`config.mk`:
```
export PLATFORM = sky130hd
export DESIGN_NAME = down_timer
export DESIGN_NICKNAME = d
export VERILOG_FILES = /design/src/rtl/down_timer.sv
export SDC_FILE = /design/constraint.sdc
export NUM_CORES = 1
export LEC_CHECK = 0
export BUFFER_PORTS_ARGS = -buffer_cell sky130_fd_sc_hd__buf_2
export CAP_MARGIN = 20
export CORE_MARGIN = 2
export CORE_UTILIZATION = 45
export CTS_CLUSTER_SIZE = 24
export DETAILED_ROUTE_END_ITERATION = 7
export GPL_TIMING_DRIVEN = 0
export PLACE_DENSITY = 0.73
export RECOVER_POWER = 100
export REMOVE_ABC_BUFFERS = 1
export SLEW_MARGIN = 5
export SYNTH_ARGS = -nofsm -noshare
export SYNTH_HDL_FRONTEND = slang
export SYNTH_SLANG_ARGS = --single-unit
```
`constraint.sdc`:
```
create_clock -name clock -period 2.3 [get_ports clock]
set_input_delay 0.115 -clock clock [delete_from_list [all_inputs] [get_ports clock]]
set_output_delay 0.115 -clock clock [all_outputs]
set_load 0.01 [all_outputs]
```
`src/rtl/down_timer.sv`:
```
// -----------------------------------------------------------------------------
// down_timer
// Loadable down-counter with a three-state control FSM (IDLE, RUN, DONE).
// A load is accepted in IDLE. The count then decrements on every enabled edge
// until it reaches zero, and the block gives a single-cycle done pulse on the
// way back to IDLE. An abort during RUN cancels the run without a done pulse.
//
// Ports
//   clock       in   rising-edge clock
//   reset       in   asynchronous, active-high reset
//   load_val    in   [WIDTH] initial count value
//   load_valid  in   requester offers load_val
//   load_ready  out  block can accept a load (IDLE)
//   en          in   decrement enable, sampled while RUN
//   abort       in   cancels a run in progress
//   count       out  [WIDTH] current count, registered
//   busy        out  high while in RUN
//   done        out  single-cycle completion pulse (DONE)
// -----------------------------------------------------------------------------
module down_timer #(
    parameter int WIDTH = 8
) (
    input  logic             clock,
    input  logic             reset,
    input  logic [WIDTH-1:0] load_val,
    input  logic             load_valid,
    output logic             load_ready,
    input  logic             en,
    input  logic             abort,
    output logic [WIDTH-1:0] count,
    output logic             busy,
    output logic             done
);

    typedef enum logic [1:0] {
        S_IDLE = 2'd0,
        S_RUN  = 2'd1,
        S_DONE = 2'd2
    } state_t;

    localparam logic [WIDTH-1:0] CNT_ZERO = {WIDTH{1'b0}};
    localparam logic [WIDTH-1:0] CNT_ONE  = WIDTH'(1);

    state_t           state_q;
    state_t           state_d;
    logic [WIDTH-1:0] count_q;
    logic [WIDTH-1:0] count_d;
    logic [WIDTH-1:0] count_dec_s;

    // Ripple-borrow decrement: a chain of 1-bit subtract cells with the
    // borrow into bit 0 tied high, so the result is v - 1 modulo 2^WIDTH.
    // The final borrow-out is deliberately dropped; the FSM never applies
    // this at zero.
    function automatic logic [WIDTH-1:0] dec_ripple(input logic [WIDTH-1:0] v);
        logic [WIDTH-1:0] r;
        logic             b;
        b = 1'b1;
        for (int i = 0; i < WIDTH; i++) begin
            r[i] = v[i] ^ b;
            b    = (~v[i]) & b;
        end
        return r;
    endfunction

    assign count_dec_s = dec_ripple(count_q);

    // Next-state and next-count logic; abort outranks en while running.
    always_comb begin
        state_d = state_q;
        count_d = count_q;
        case (state_q)
            S_IDLE: begin
                if (load_valid) begin
                    count_d = load_val;
                    state_d = (load_val != CNT_ZERO) ? S_RUN : S_DONE;
                end else begin
                    state_d = S_IDLE;
                end
            end
            S_RUN: begin
                if (abort) begin
                    count_d = CNT_ZERO;
                    state_d = S_IDLE;
                end else if (en) begin
                    count_d = count_dec_s;
                    state_d = (count_q == CNT_ONE) ? S_DONE : S_RUN;
                end else begin
                    state_d = S_RUN;
                end
            end
            S_DONE: begin
                count_d = CNT_ZERO;
                state_d = S_IDLE;
            end
            default: begin
                count_d = CNT_ZERO;
                state_d = S_IDLE;
            end
        endcase
    end

    // State and count registers; reset clears them without waiting for a clock.
    always_ff @(posedge clock or posedge reset) begin
        if (reset) begin
            state_q <= S_IDLE;
            count_q <= CNT_ZERO;
        end else begin
            state_q <= state_d;
            count_q <= count_d;
        end
    end

    // Outputs are decoded purely from registered state and count.
    assign count      = count_q;
    assign load_ready = (state_q == S_IDLE);
    assign busy       = (state_q == S_RUN);
    assign done       = (state_q == S_DONE);

endmodule

```
### Word-level counts from Yosys, hierarchy flattened

Cells that the tools add are included.

* register bits: 10
* input port bits: 13
* logic and storage cells: 40

* equality and inequality tests: 5
* muxes and demuxes: 10
* bitwise operators: 20
* reduce and logical (&&, ||, !) cells: 3

Operators by type and width (count)
* 8-bit two-way mux: 3
* 8-bit one-hot mux with 2 select lines: 1
* 2-bit two-way mux: 5
* 8-bit by 1-bit == test with 1-bit output, second input constant: 1
* 8-bit nonzero test: 1
* 1-bit NOT: 7
* 1-bit bitwise XOR: 7
* 1-bit AND: 6
* 2-bit one-hot mux with 2 select lines: 1
* 3-bit != test, second input constant: 1
* 2-bit by 1-bit == test with 1-bit output, second input constant: 1
* 2-bit == test, second input constant: 1
* 2-bit zero test: 1
* 2-bit != test, second input constant: 1
* 2-bit AND reduction: 1

### Logic depth before layout (Yosys ltp)

Gate-level depths: netlist of the first run.

* depth in word-level cells: 11
* mapped depth: 10
* mapped depth without buffers: 10

### Worst setup path before layout of the first run

Ideal clock, no wire load.

* path type: flip-flop to flip-flop
* start point: reg count_q[0], in the netlist count[0]
* end point: reg count_q[6], in the netlist count[6]
* arrival time: 1.827 ns
* setup slack: 0.346 ns
* stages on the path, launching flop included: 10
* buffers on the path: 0
* period minus slack after synthesis: 1.954 ns
* path through: dfrtp_1 -> inv_1 -> ha_1 -> ha_1 -> ha_1 -> ha_1 -> ha_1 -> ha_1 -> a2bb2oi_1 -> mux2i_1

* longest elaborated chain between the ends: 10

RTL lines
* start: declaration: RTL line 46 `logic [WIDTH-1:0] count_q;`
* start signal: assignment: RTL line 109 `count_q <= count_d;`
* 1-bit NOT: RTL line 60 `b = (~v[i]) & b;`
* 1-bit AND (5 in a row): RTL line 60
* 1-bit bitwise XOR: RTL line 59 `r[i] = v[i] ^ b;`
* 8-bit two-way mux: RTL line 84 `end else if (en) begin`
* 8-bit two-way mux: RTL line 81 `if (abort) begin`
* 8-bit one-hot mux with 2 select lines: RTL line 71 `case (state_q)`

Every way passes these cells. The select of a mux whose other input is x is not followed.
A chain may end at the register's enable or synchronous reset.

### Worst setup path in the final report of the first run

Ends and elaborated chain as after synthesis.

==> results.md, run 1 <==
- Area growth syn-to-layout: 20.4%
- Hold Crit Class: in2reg
- DR DRC count: 0
- Final WS setup: 0.235 ns
- Slew @ Worst Pin: 0.885 ns
- Most common cell after layout, fill and taps aside: buf_2
- CTS tree: built
- Reg power frac: 0.349
- Placed instance count: 104
- Non-Filler Instances: 109
- Clock power frac: 0.195
- Leading area contributor after synthesis: dfrtp_1
- Leakage power: 0.430 nW
- Vias in the first global route: 582
- #FFs+latches synth: 10
- Startpoint types: flop
- Sequential cell area: 250 um2
- Crit path arrival time: 2.18 ns
- Peak fanout along the critical path: 4
- CP Buf/Inv Count: 1
- Vias: 593
- Routability cong.: 0.765
- # clock sinks: 10
- Synthesized area: 681 um2
- Reg clk slew, reported paths: 0.07 ns
- Setup-failing EPs final: 0
- Worst clock skew: 0.00148 ns
- Pint: 0.508 mW
- Largest net degree at the start of global routing: 11
- GRT Residual Overflow: 0
- Max cap viols: 0
- Cells after Synth: 68
- Reg2Reg Depth: 9
- Kind of end point of the critical path: flop
- Fin area: 820 um2
- First-pass GRT wire length: 2490 um
- CP Capture Point: count[6]
- Most frequent CP cell: ha_1
- Area contributors post-synth: dfrtp_1 (37%), ha_1 (13%), mux2i_1 (10%), a2bb2oi_1 (9.0%), inv_1 (6.1%)
- Fmax: 0.484 GHz
- Clk_lat worst skew: 0.26 ns
- Worst relative slew slack: 0.409
- WP data required: 2.42 ns
- Remaining antenna violation count: 0
- Starting Density: 0.468
- IO Count: 24
- Place WS: 0.235 ns
- Final Slew Violations: 0
- Drt initial violations: 6
- Crit path largest cell delay: 0.40 ns
- Final WL: 1420 um
- Total core area: 1450 um2
- Multi-input gate area: 359 um2
- Slowest cell on the critical path: dfrtp_1
- Total GRT Usage: 0.188
- Cells along the critical path: inv_1 > ha_1 > ha_1 > ha_1 > ha_1 > ha_1 > ha_1 > a2bb2oi_1 > mux2i_1
- # fillers: 154
- Num CTS Buffers: 3
- Clock root cell: clkbuf_4
- Status: finished clean
- Comb power frac: 0.456
- Maximum vdd ir drop: 0.440 mV
- Mean Syn Cell Area: 10.0 um2
- Vias per cell: 5.44
- R2R setup slack: 0.24 ns
- Routed WL per cell: 13.0 um
- Crit-path leading delay family: adder cells
- Period utilization: 0.898
- H-tree lvl count: 1
- PwrDens: 988 nW/um2
- Post-DP HPWL: 1110 um
- Fin util: 0.564
- Most frequent cells in the layout: buf_2 (13), inv_1 (11), dfrtp_1 (10), clkbuf_1 (10)
- Hold path start: load_valid
- Switching power: 0.302 mW
- Switching share of total power: 0.373
- Crit path from: count[0]
- Seq/Total Area, Yosys: 0.368
- PortBufs: 23
- Synthesis warning total: 0
- Kind of critical path: reg2reg
- Reg2reg start: count[0]
- DRT Pass-1 Iters: 4
- Final Hold Vio Count: 0
- Die area: 1840 um2
- RSZ-0062 raised after global routing: false
- Max Root-Sink Buffers: 2
- Crit. path cell count: 9
- Total negative slack: 0 ns
- Reg-to-Reg End: count[6]
- Initial antenna violation count: 0
- Period minus WS final: 2.06 ns
- Area share of the largest cell type after synthesis: 0.368
- Die Y: 42.9 um
- Die width: 42.9 um
- Distinct cell type count of the synthesized netlist: 24
- Ant diodes: 0
- DP Area: 788 um2
- Rows: 14
- Layout cell share with drive strength beyond 1: 0.183
- Nets: 114
-- flip-flops by register name, summed over array words and instances (netlist names) --
name,cells
count,8
state_q,2
-- synth_stat cells --
cell	count
or3b_1	1
o2bb2ai_1	1
o22ai_1	1
nor2_1	2
inv_1	11
nand2b_1	1
a2bb2oi_1	7
nor3b_1	1
buf_6	2
o32ai_1	1
and2b_1	1
ha_1	7
nor4_1	3
a32o_1	1
nor3_1	1
nand4_1	1
nand2_1	4
buf_2	1
dfrtp_1	10
mux2i_1	7
nor2_2	1
o21bai_1	1
a31oi_1	1
nor2b_1	1
-- metrics by stage --
step / power [mW] / hold WS (ns)
6_report: 0.809 / 0.127
5_1_grt: 0.885 / 0.0958
4_1_cts: 0.835 / 0.107
3_5_place_dp: 0.670 / 0.115
3_3_place_gp: 0.650 / 0.110
2_1_floorplan: 0.540 / -0.0448
-- worst reg2reg max path, stage by stage, from the launching register on --
cell	delay [ns]
dfrtp_1	0.40
inv_1	0.07
ha_1	0.21
ha_1	0.18
ha_1	0.18
ha_1	0.18
ha_1	0.18
ha_1	0.27
a2bb2oi_1	0.15
mux2i_1	0.08
-- cell type report --
class | instances | area share
tap | 16 | 0.0244
multi-input combinational | 44 | 0.438
timing repair buffer | 24 | 0.137
inverter | 11 | 0.0504
sequential | 10 | 0.305
clock buffer | 4 | 0.0443
-- logic make-up (layout without fill, tap and decap cells) --
group / count (synthesis) / after routing / synth area share
buffers and inverters: 14 / 39 / 0.101
adder cells (fa/ha/maj): 7 / 7 / 0.129
flip-flops: 10 / 10 / 0.368
AND/OR/NAND/NOR: 17 / 17 / 0.140
AO/OA/AOI/OAI: 13 / 13 / 0.160
multiplexers: 7 / 7 / 0.103
-- how the worst min path moves through the flow --
stage / endpoint / slack (ns) / depth (start not counted)
after floorplan: count[0] / -0.04 / 1
after global placement: count[1] / 0.11 / 2
after detailed placement: state_q[0] / 0.12 / 2
after CTS: state_q[1] / 0.11 / 3
after global routing: state_q[1] / 0.1 / 3
final: state_q[1] / 0.13 / 3
-- power by group through the flow --
stage	registers, mW	logic (mW)	clock network, mW
after floorplan	0.303	0.237	0
after global placement	0.282	0.368	0
after detailed placement	0.284	0.386	0
after CTS	0.281	0.391	0.163
after global routing	0.292	0.414	0.179
final	0.283	0.369	0.158
-- metal layers --
layer,share of wire,GRT usage,vias to the layer above
li1,-,-,294
met1,0.45,0.234,280
met2,0.49,0.297,17
met3,0.045,0.0511,2
met4,0.013,0.0938,0
met5,0,0,-
-- timing repair --
action                                 4_1_cts  5_1_grt
hold buffers                                 1        0
endpoints found under the hold margin       10        0
resized for setup                            0        0
setup buffers                                0        0
No activity file was read; power rests on OpenSTA's default activity.
==> run 2: changes to the inputs <==
Settings changed: BUFFER_PORTS_ARGS -buffer_cell sky130_fd_sc_hd__buf_2 to not set, DONT_BUFFER_PORTS set to 1, PLACE_DENSITY 0.73 to not set.
==> results.md, run 2 (same netlist as run 1, synthesis figures left out) <==
- Kind of critical path: reg2reg
- CTS tree: built
- Worst clock skew: 0.00245 ns (+0.000969 ns)
- # clock sinks: 10 (unchanged)
- Final Slew Violations: 0 (unchanged)
- Die Y: 42.9 um (unchanged)
- First-pass GRT wire length: 2330 um (-6.3%)
- Largest net degree at the start of global routing: 11 (unchanged)
- GRT Residual Overflow: 0 (unchanged)
- Kind of end point of the critical path: flop
- Final WL: 1320 um (-7.1%)
- PwrDens: 1020 nW/um2 (+3.7%)
- Clock root cell: clkbuf_4
- Leakage power: 0.375 nW (-13%)
- Die area: 1840 um2 (unchanged)
- Ant diodes: 0 (unchanged)
- Vias per cell: 5.74 (+5.5%)
- Setup-failing EPs final: 0 (unchanged)
- Final Hold Vio Count: 0 (unchanged)
- Rows: 14 (unchanged)
- Postcts setup bufs: 0 (unchanged)
- Area growth syn-to-layout: 8.27%
- H-tree lvl count: 1 (unchanged)
- Crit path from: count[0]
- Vias in the first global route: 543 (-6.7%)
- Clk_lat worst skew: 0.27 ns (about the same)
- IO Count: 24 (unchanged)
- Maximum vdd ir drop: 0.472 mV (+7.1%)
- Period minus WS final: 2.10 ns (+0.0337 ns)
- Total GRT Usage: 0.173 (-0.0154)
- Vias: 505 (-15%)
- Crit path arrival time: 2.22 ns (+0.04 ns)
- Starting Density: 0.468 (unchanged)
- Hold Crit Class: in2reg
- Largest register FFs: 8 (unchanged)
- Total core area: 1450 um2 (unchanged)
- Most common cell after layout, fill and taps aside: inv_1
- DRT Pass-1 Iters: 2 (-2)
- Hold path start: en
- Placed instance count: 81 (-22%)
- Reg clk slew, reported paths: 0.07 ns (about the same)
- Post-DP HPWL: 1030 um (-6.9%)
- Num CTS Buffers: 3 (unchanged)
- Initial antenna violation count: 0 (unchanged)
- WP data required: 2.42 ns (about the same)
- Reg2reg start: count[0]
- Non-Filler Instances: 88 (-19%)
- Worst relative slew slack: 0.433 (+0.0240)
- DR DRC count: 0 (unchanged)
- Status: finished clean
- Total negative slack: 0 ns (unchanged)
- Routability cong.: 0.836 (+9.2%)
- Most frequent cells in the layout: inv_1 (11), dfrtp_1 (10), a2bb2oi_1 (7), mux2i_1 (7), ha_1 (7)
- Remaining antenna violation count: 0 (unchanged)
- Peak fanout along the critical path: 4 (unchanged)
- Startpoint types: flop
- Max Root-Sink Buffers: 2 (unchanged)
- PortBufs: 0 (-100%)
- Fmax: 0.477 GHz (-1.6%)
- WHS: 0.0455 ns (-0.0814 ns)
- DP Area: 673 um2 (-15%)
- Slew @ Worst Pin: 0.849 ns (-0.0359 ns)
- Max cap viols: 0 (unchanged)
- RSZ-0062 raised after global routing: false
- Drt initial violations: 8 (+2)
- Power Total: 0.755 mW (-6.7%)
- Period utilization: 0.912 (+0.0146)
- Fin area: 737 um2 (-10%)
- Routed WL per cell: 15.0 um (+15%)
- Die width: 42.9 um (unchanged)
- Nets: 93 (-18%)
- Layout cell share with drive strength beyond 1: 0.0556 (-0.127)
## run 2: final cells by class
type | count | area, um2
clock buffer | 4 | 36.3
multi-input combinational | 44 | 359
fill | 148 | 717
timing repair buffer | 3 | 30.0
tap | 16 | 20.0
sequential | 10 | 250
inverter | 11 | 41.3
## run 2: final timing paths
| kind | to | slack (ns) | depth (start not counted) |
|---|---|---|---|
| worst min register to register | count[4] | 0.63 | 2 |
| worst max-delay path | count[6] | 0.20 | 9 |
| worst min-delay path | state_q[1] | 0.05 | 2 |
| worst max register to register | count[6] | 0.20 | 9 |
| min in group asynchronous | count[3] | 0.26 | 2 |
| max in group asynchronous | count[2] | 1.76 | 2 |
## run 2: metal layers
layer / vias up / wire length [um] / track usage
met2: 15 / 652 / 0.288
met1: 236 / 589 / 0.201
met4: 0 / 14 / 0.0938
li1: 252 / - / -
met5: - / 0 / 0
met3: 2 / 64 / 0.0426
## run 2: per-stage QoR
stage | utilization | setup WS, ns
floorplan | - | 0.322
global placement | 0.463 | 0.213
detailed placement | 0.463 | 0.196
CTS | 0.502 | 0.190
global route | 0.507 | 0.0432
finish | 0.507 | 0.201
## run 2: critical path, stage by stage, from the launching register on
cell and delay (ns):
dfrtp_1 0.44, inv_1 0.08, ha_1 0.20, ha_1 0.18
ha_1 0.18, ha_1 0.19, ha_1 0.19, ha_1 0.27
a2bb2oi_1 0.15, mux2i_1 0.08
## run 2: power by group
group | leakage (nW) | switching (mW) | total, mW | internal, mW
logic | 0.229 | 0.131 | 0.280 | 0.149
registers | 0.125 | 0.0830 | 0.314 | 0.231
clock network | 0.0210 | 0.0649 | 0.161 | 0.0961
total | 0.375 | 0.279 | 0.755 | 0.476
## run 2: repair_timing
item                      4_1_cts  5_1_grt
hold endpoints to repair       11        1
resized for setup               0        0
hold buffers                    2        1
